[src/rtl/product_divider_if.sv]
// rtl/product_divider_if.sv - operand/result handshake bundle for product_divider
interface product_divider_if #(
  parameter int W = 16
);
  logic             in_valid;
  logic             in_ready;
  logic [2*W-1:0]   product;
  logic [W-1:0]     factor;
  logic             out_valid;
  logic             out_ready;
  logic [W-1:0]     quotient;
  logic [W-1:0]     remainder;
  logic             ovf;
  logic             div0;

  modport master (
    output in_valid, product, factor, out_ready,
    input  in_ready, out_valid, quotient, remainder, ovf, div0
  );

  modport slave (
    input  in_valid, product, factor, out_ready,
    output in_ready, out_valid, quotient, remainder, ovf, div0
  );
endinterface

[src/rtl/product_divider.sv]
// rtl/product_divider.sv - 2W/W restoring divider, one quotient bit per cycle; PRODUCT_DIVIDER_ROUND_EN adds round-to-nearest
module product_divider #(
  parameter int W = 16
) (
  input  logic            clk,
  input  logic            rst_n,
  product_divider_if.slave bus
);

  localparam int CW = (W > 1) ? $clog2(W) : 1;

  localparam logic [1:0] S_IDLE = 2'd0;
  localparam logic [1:0] S_RUN  = 2'd1;
  localparam logic [1:0] S_DONE = 2'd2;

  localparam logic [CW-1:0] CNT_LAST = CW'(W - 1);
  localparam logic [CW-1:0] CNT_ONE  = CW'(1);

  logic [1:0]    state;
  logic [W-1:0]  prem;
  logic [W-1:0]  shf;
  logic [W-1:0]  dvsr;
  logic [CW-1:0] cnt;

  logic [W-1:0]  quo_q;
  logic [W-1:0]  rem_q;
  logic          ovf_q;
  logic          div0_q;

  logic [W:0]    shifted;
  logic          ge;
  logic [W-1:0]  prem_nxt;
  logic [W-1:0]  shf_nxt;
  logic          last;
  logic [W-1:0]  quo_fin;
  logic          ovf_fin;

  // The partial remainder stays below the divisor, so only the shifted
  // value needs the extra bit; the difference always fits back into W bits.
  always_comb begin
    shifted  = {prem, shf[W-1]};
    ge       = shifted >= {1'b0, dvsr};
    prem_nxt = ge ? (shifted[W-1:0] - dvsr) : shifted[W-1:0];
    shf_nxt  = {shf[W-2:0], ge};
    last     = (cnt == CNT_LAST);
  end

`ifdef PRODUCT_DIVIDER_ROUND_EN
  localparam logic [W-1:0] QUO_ONE = W'(1);
  logic round_up;
  logic sat;

  always_comb begin
    round_up = {prem_nxt, 1'b0} >= {1'b0, dvsr};
    sat      = &shf_nxt;
    quo_fin  = shf_nxt;
    ovf_fin  = 1'b0;
    if (round_up) begin
      if (sat) begin
        quo_fin = '1;
        ovf_fin = 1'b1;
      end else begin
        quo_fin = shf_nxt + QUO_ONE;
      end
    end
  end
`else
  always_comb begin
    quo_fin = shf_nxt;
    ovf_fin = 1'b0;
  end
`endif

  always_ff @(posedge clk) begin
    if (!rst_n) begin
      state  <= S_IDLE;
      prem   <= '0;
      shf    <= '0;
      dvsr   <= '0;
      cnt    <= '0;
      quo_q  <= '0;
      rem_q  <= '0;
      ovf_q  <= 1'b0;
      div0_q <= 1'b0;
    end else begin
      case (state)
        S_IDLE: begin
          if (bus.in_valid) begin
            dvsr <= bus.factor;
            cnt  <= '0;
            if (bus.factor == '0) begin
              quo_q  <= '1;
              rem_q  <= '0;
              div0_q <= 1'b1;
              ovf_q  <= 1'b0;
              state  <= S_DONE;
            end else if (bus.product[2*W-1:W] >= bus.factor) begin
              quo_q  <= '1;
              rem_q  <= '0;
              div0_q <= 1'b0;
              ovf_q  <= 1'b1;
              state  <= S_DONE;
            end else begin
              prem  <= bus.product[2*W-1:W];
              shf   <= bus.product[W-1:0];
              state <= S_RUN;
            end
          end
        end
        S_RUN: begin
          prem <= prem_nxt;
          shf  <= shf_nxt;
          cnt  <= cnt + CNT_ONE;
          if (last) begin
            quo_q  <= quo_fin;
            rem_q  <= prem_nxt;
            ovf_q  <= ovf_fin;
            div0_q <= 1'b0;
            state  <= S_DONE;
          end
        end
        S_DONE: begin
          if (bus.out_ready) begin
            state <= S_IDLE;
          end
        end
        default: state <= S_IDLE;
      endcase
    end
  end

  assign bus.in_ready  = (state == S_IDLE);
  assign bus.out_valid = (state == S_DONE);
  assign bus.quotient  = quo_q;
  assign bus.remainder = rem_q;
  assign bus.ovf       = ovf_q;
  assign bus.div0      = div0_q;

endmodule

[src/flat_wrapper.sv]
// flat-port wrapper written by rule: the top's interface ports become plain ports
module product_divider_flat 
#(
  parameter int W = 16
)
  (clk, rst_n, bus_in_valid, bus_product, bus_factor, bus_out_ready, bus_in_ready, bus_out_valid, bus_quotient, bus_remainder, bus_ovf, bus_div0);
  product_divider_if #(.W(W)) bus_i ();
  input  logic clk;
  input  logic rst_n;
  input wire logic [$bits(bus_i.in_valid)-1:0] bus_in_valid;
  input wire logic [$bits(bus_i.product)-1:0] bus_product;
  input wire logic [$bits(bus_i.factor)-1:0] bus_factor;
  input wire logic [$bits(bus_i.out_ready)-1:0] bus_out_ready;
  output wire logic [$bits(bus_i.in_ready)-1:0] bus_in_ready;
  output wire logic [$bits(bus_i.out_valid)-1:0] bus_out_valid;
  output wire logic [$bits(bus_i.quotient)-1:0] bus_quotient;
  output wire logic [$bits(bus_i.remainder)-1:0] bus_remainder;
  output wire logic [$bits(bus_i.ovf)-1:0] bus_ovf;
  output wire logic [$bits(bus_i.div0)-1:0] bus_div0;
  assign bus_i.in_valid = bus_in_valid;
  assign bus_i.product = bus_product;
  assign bus_i.factor = bus_factor;
  assign bus_i.out_ready = bus_out_ready;
  assign bus_in_ready = bus_i.in_ready;
  assign bus_out_valid = bus_i.out_valid;
  assign bus_quotient = bus_i.quotient;
  assign bus_remainder = bus_i.remainder;
  assign bus_ovf = bus_i.ovf;
  assign bus_div0 = bus_i.div0;
  product_divider #(.W(W)) u_core (.clk(clk), .rst_n(rst_n), .bus(bus_i));
endmodule
[config.mk]
export PLATFORM = sky130hd
export DESIGN_NAME = product_divider_flat
export DESIGN_NICKNAME = d
export VERILOG_FILES = /design/src/rtl/product_divider_if.sv /design/src/rtl/product_divider.sv /design/src/flat_wrapper.sv
export SDC_FILE = /design/constraint.sdc
export NUM_CORES = 1
export LEC_CHECK = 0
export ABC_AREA = 0
export CAP_MARGIN = 0
export CORE_MARGIN = 1
export CORE_UTILIZATION = 55
export CTS_CLUSTER_DIAMETER = 60
export DETAILED_ROUTE_END_ITERATION = 6
export PLACE_DENSITY = 0.83
export SYNTH_ARGS = -nofsm -noshare
export SYNTH_HDL_FRONTEND = slang
export SYNTH_SLANG_ARGS = --single-unit
[constraint.sdc]
create_clock -name clk -period 4.4 [get_ports clk]
set_input_delay 0.88 -clock clk [delete_from_list [all_inputs] [get_ports clk]]
set_output_delay 0.88 -clock clk [all_outputs]
set_load 0.05 [all_outputs]
==> key figures <==
Worst setup path
  • Crit path kind: in -> reg
  • CP Max Fanout: 33
  • CP endpoint kind: flop
  • CP Launch Point: bus_factor[6]
  • Critical register-to-register path startpoint: u_core.shf[15]
  • Crit start category: input port
  • Arr. time, crit path: 4.05 ns
  • WP data required: 4.66 ns

Power and ir drop
  • PwrDens: 450.9 mW/mm2
  • Worst vdd ir: 0.2497 mV
  • Pleak: 2.380 nW

Logic synthesis
  • Ys flop type: dfxtp_1
  • Top cell type's share of synthesized area: 36.05%
  • Sequential fraction of the synthesis area: 36.05%
  • Mean post-synth cell area: 7.708 um2
  • Synthesized area: 0.004887 mm2
  • EDFF count, synth: 0
  • Mapped Cells: 634
  • Synth area leaders: dfxtp_1 (36%), nand2_1 (9.3%), ha_1 (8.4%)
  • Top cell type by total area after synthesis: dfxtp_1
  • Warnings, synthesis: 0
  • Synth Register Bits: 88
  • Mapped Nets: 720
  • Asr flop ratio synth: 0%
  • Netlist cell types: 54

Min path
  • Hold crit path type: reg -> reg
  • Hold Startpoint: u_core.bus.remainder[8]

Timing
  • Worst Skew: 0.008209 ns
  • Slew @ Worst Pin: 1.212 ns
  • Max-slew headroom: 19.09%
  • Count of final setup violators: 0
  • Final min period: 3.789 ns
  • Slew Viols, Final: 0
  • RSZ-0062 raised after global routing: no
  • Setup TNS Final: 0 ns
  • Achievable frequency: 0.2639 GHz
  • Hold Vio Cnt, Final: 0
  • Fin crit share: 86.11%
  • Hold WS: 0.4544 ns

Detailed routing
  • Met2 WL: 6.288 mm
  • Via Count: 4818
  • 1st-iter DRT viols: 243
  • TritonRoute pass-1 iters: 5
  • Post-DRT Antenna Nets: 0
  • Top Layer Used: met4
  • Met3 wire len: 752 um
  • DR WL/cell: 16.04 um
  • Vias per cell: 5.926
  • Routed met1 length: 5.564 mm
  • WL final: 13.04 mm
  • DRC Markers: 0

Cells and area
  • Nets: 787
  • Share of cells above drive strength 1: 5.957%
  • Sequential Area: 0.001762 mm2
  • Area of the multi-input gates: 0.002836 mm2
  • P&R area growth vs syn: 23.60%
  • Diodes inserted: 0
  • Non-filler cells, final: 813
  • Layout fillers: 725

CTS
  • Maximum clock insertion buffer count: 2
  • H-tree depth: 3
  • TritonCTS Buffers: 9
  • Setup Buffers After CTS: 0
  • Clock transition at the registers of the reported paths: 0.09 ns
  • # clock sinks: 88
  • Post-CTS Hold Buffers: 0
  • Resized Gates After CTS: 0
  • Worst skew pair latency: 0.37 ns
  • Root buf cell: clkbuf_8
  • CTS tree: built

Floorplan
  • Core area: 0.008678 mm2
  • Rows: 34
  • Initial Utilization: 56.31%
  • Die H: 96.27 um
  • Full die area: 0.009267 mm2
  • I/O pin total: 88
  • Chip width: 96.27 um

Placed design
  • Placer Congestion: 0.9438
  • Dpl cells: 798
  • DP Wirelength: 9.512 mm
  • Input/output buffers: 87

Global routing
  • Largest net degree at the start of global routing: 72
  • First-pass GRT wire length: 20.73 mm
  • Vias in the first global route: 4392
  • GRT Residual Overflow: 0
  • Initial antenna violation count: 0
  • GRT Util Overall: 29.26%

Job
  • Max Cap Viol: 0

Run status
  • Status: complete, no violations
## power by group
| part | total, mW | internal, mW | switching (mW) | leakage (nW) |
|---|---|---|---|---|
| logic | 1.15 | 0.473 | 0.679 | 1.55 |
| registers | 0.949 | 0.882 | 0.0671 | 0.722 |
| clock network | 0.623 | 0.321 | 0.302 | 0.106 |
| total | 2.72 | 1.68 | 1.05 | 2.38 |
## cells by family (layout without fill, tap and decap cells)
group	after synthesis	after routing	share of synthesized area [%]
adder cells (fa/ha/maj)	34	34	8.858
multiplexers	15	15	3.405
AO/OA/AOI/OAI	178	178	23.55
flip-flops	88	88	36.05
buffers and inverters	79	150	6.221
AND/OR/NAND/NOR	227	227	19.58
XOR/XNOR	13	13	2.330
## worst max-delay path, stage by stage
cell             delay [ns]
clkdlybuf4s50_1        0.50
inv_1                  0.06
ha_1                   0.30
a21o_1                 0.18
a21oi_1                0.21
o21ai_0                0.13
a2111oi_1              0.49
o211ai_1               0.26
a21oi_4                0.31
buf_4                  0.36
nor2_1                 0.09
a311oi_1               0.26
## synth_stat cells, types with 9 or more instances
| cell type | instances |
|---|---|
| mux2_2 | 9 |
| nand3_1 | 15 |
| clkbuf_1 | 32 |
| inv_1 | 40 |
| a311oi_1 | 15 |
| a21oi_1 | 67 |
| xnor2_1 | 9 |
| ha_1 | 33 |
| o21ai_0 | 32 |
| nand2_1 | 121 |
| nor3_1 | 9 |
| dfxtp_1 | 88 |
| nor2_1 | 53 |
## layout make-up
class	instances	area share, %
inverter	41	2.548
tap	108	2.237
multi-input combinational	467	46.96
clock buffer	9	2.051
timing repair buffer	94	15.49
clock inverter	6	1.553
sequential	88	29.16
## worst paths after layout
path | slack [ns] | end | cells after the start
worst max-delay path | 0.61 | u_core.shf[12] | 12
worst min-delay path | 0.45 | u_core.bus.remainder[8] | 2
worst max register to register | 1.31 | u_core.prem[14] | 12
worst min register to register | 0.45 | u_core.bus.remainder[8] | 2
## stage by stage
step	total power [mW]	setup slack, ns	area (um2)	util (%)
2_1_floorplan	1.790	1.244	4887	-
3_3_place_gp	2.063	0.4078	5823	67.10
3_5_place_dp	2.095	0.3165	5823	67.10
4_1_cts	2.719	0.6746	6041	69.61
5_1_grt	2.883	0.3255	6041	69.61
6_report	2.724	0.6111	6041	69.61
## cell usage in the layout, fill, tap and decap left out, types with 7 or more instances in the layout
cell type / n
nand2_1: 121
dfxtp_1: 88
clkdlybuf4s50_1: 87
a21oi_1: 67
nor2_1: 52
inv_1: 40
ha_1: 33
o21ai_0: 32
nand3_1: 15
a311oi_1: 15
xnor2_1: 9
nor3_1: 9
mux2_2: 9
clkbuf_8: 9
o211ai_1: 7
o32ai_1: 7
## sequential cells by signal, indices dropped and copies added, names as in the netlist
name	count
u_core.bus.div0	1
u_core.bus.ovf	1
u_core.bus.quotient	16
u_core.bus.remainder	16
u_core.cnt	4
u_core.dvsr	16
u_core.prem	16
u_core.shf	16
u_core.state	2
## layer usage
| metal | vias to the layer above | global-route usage [%] |
|---|---|---|
| li1 | 2361 | - |
| met1 | 2247 | 36.00 |
| met2 | 172 | 49.70 |
| met3 | 38 | 4.976 |
| met4 | 0 | 13.31 |
| met5 | - | 0 |
Note: power is estimated with default switching activity, not from simulation.
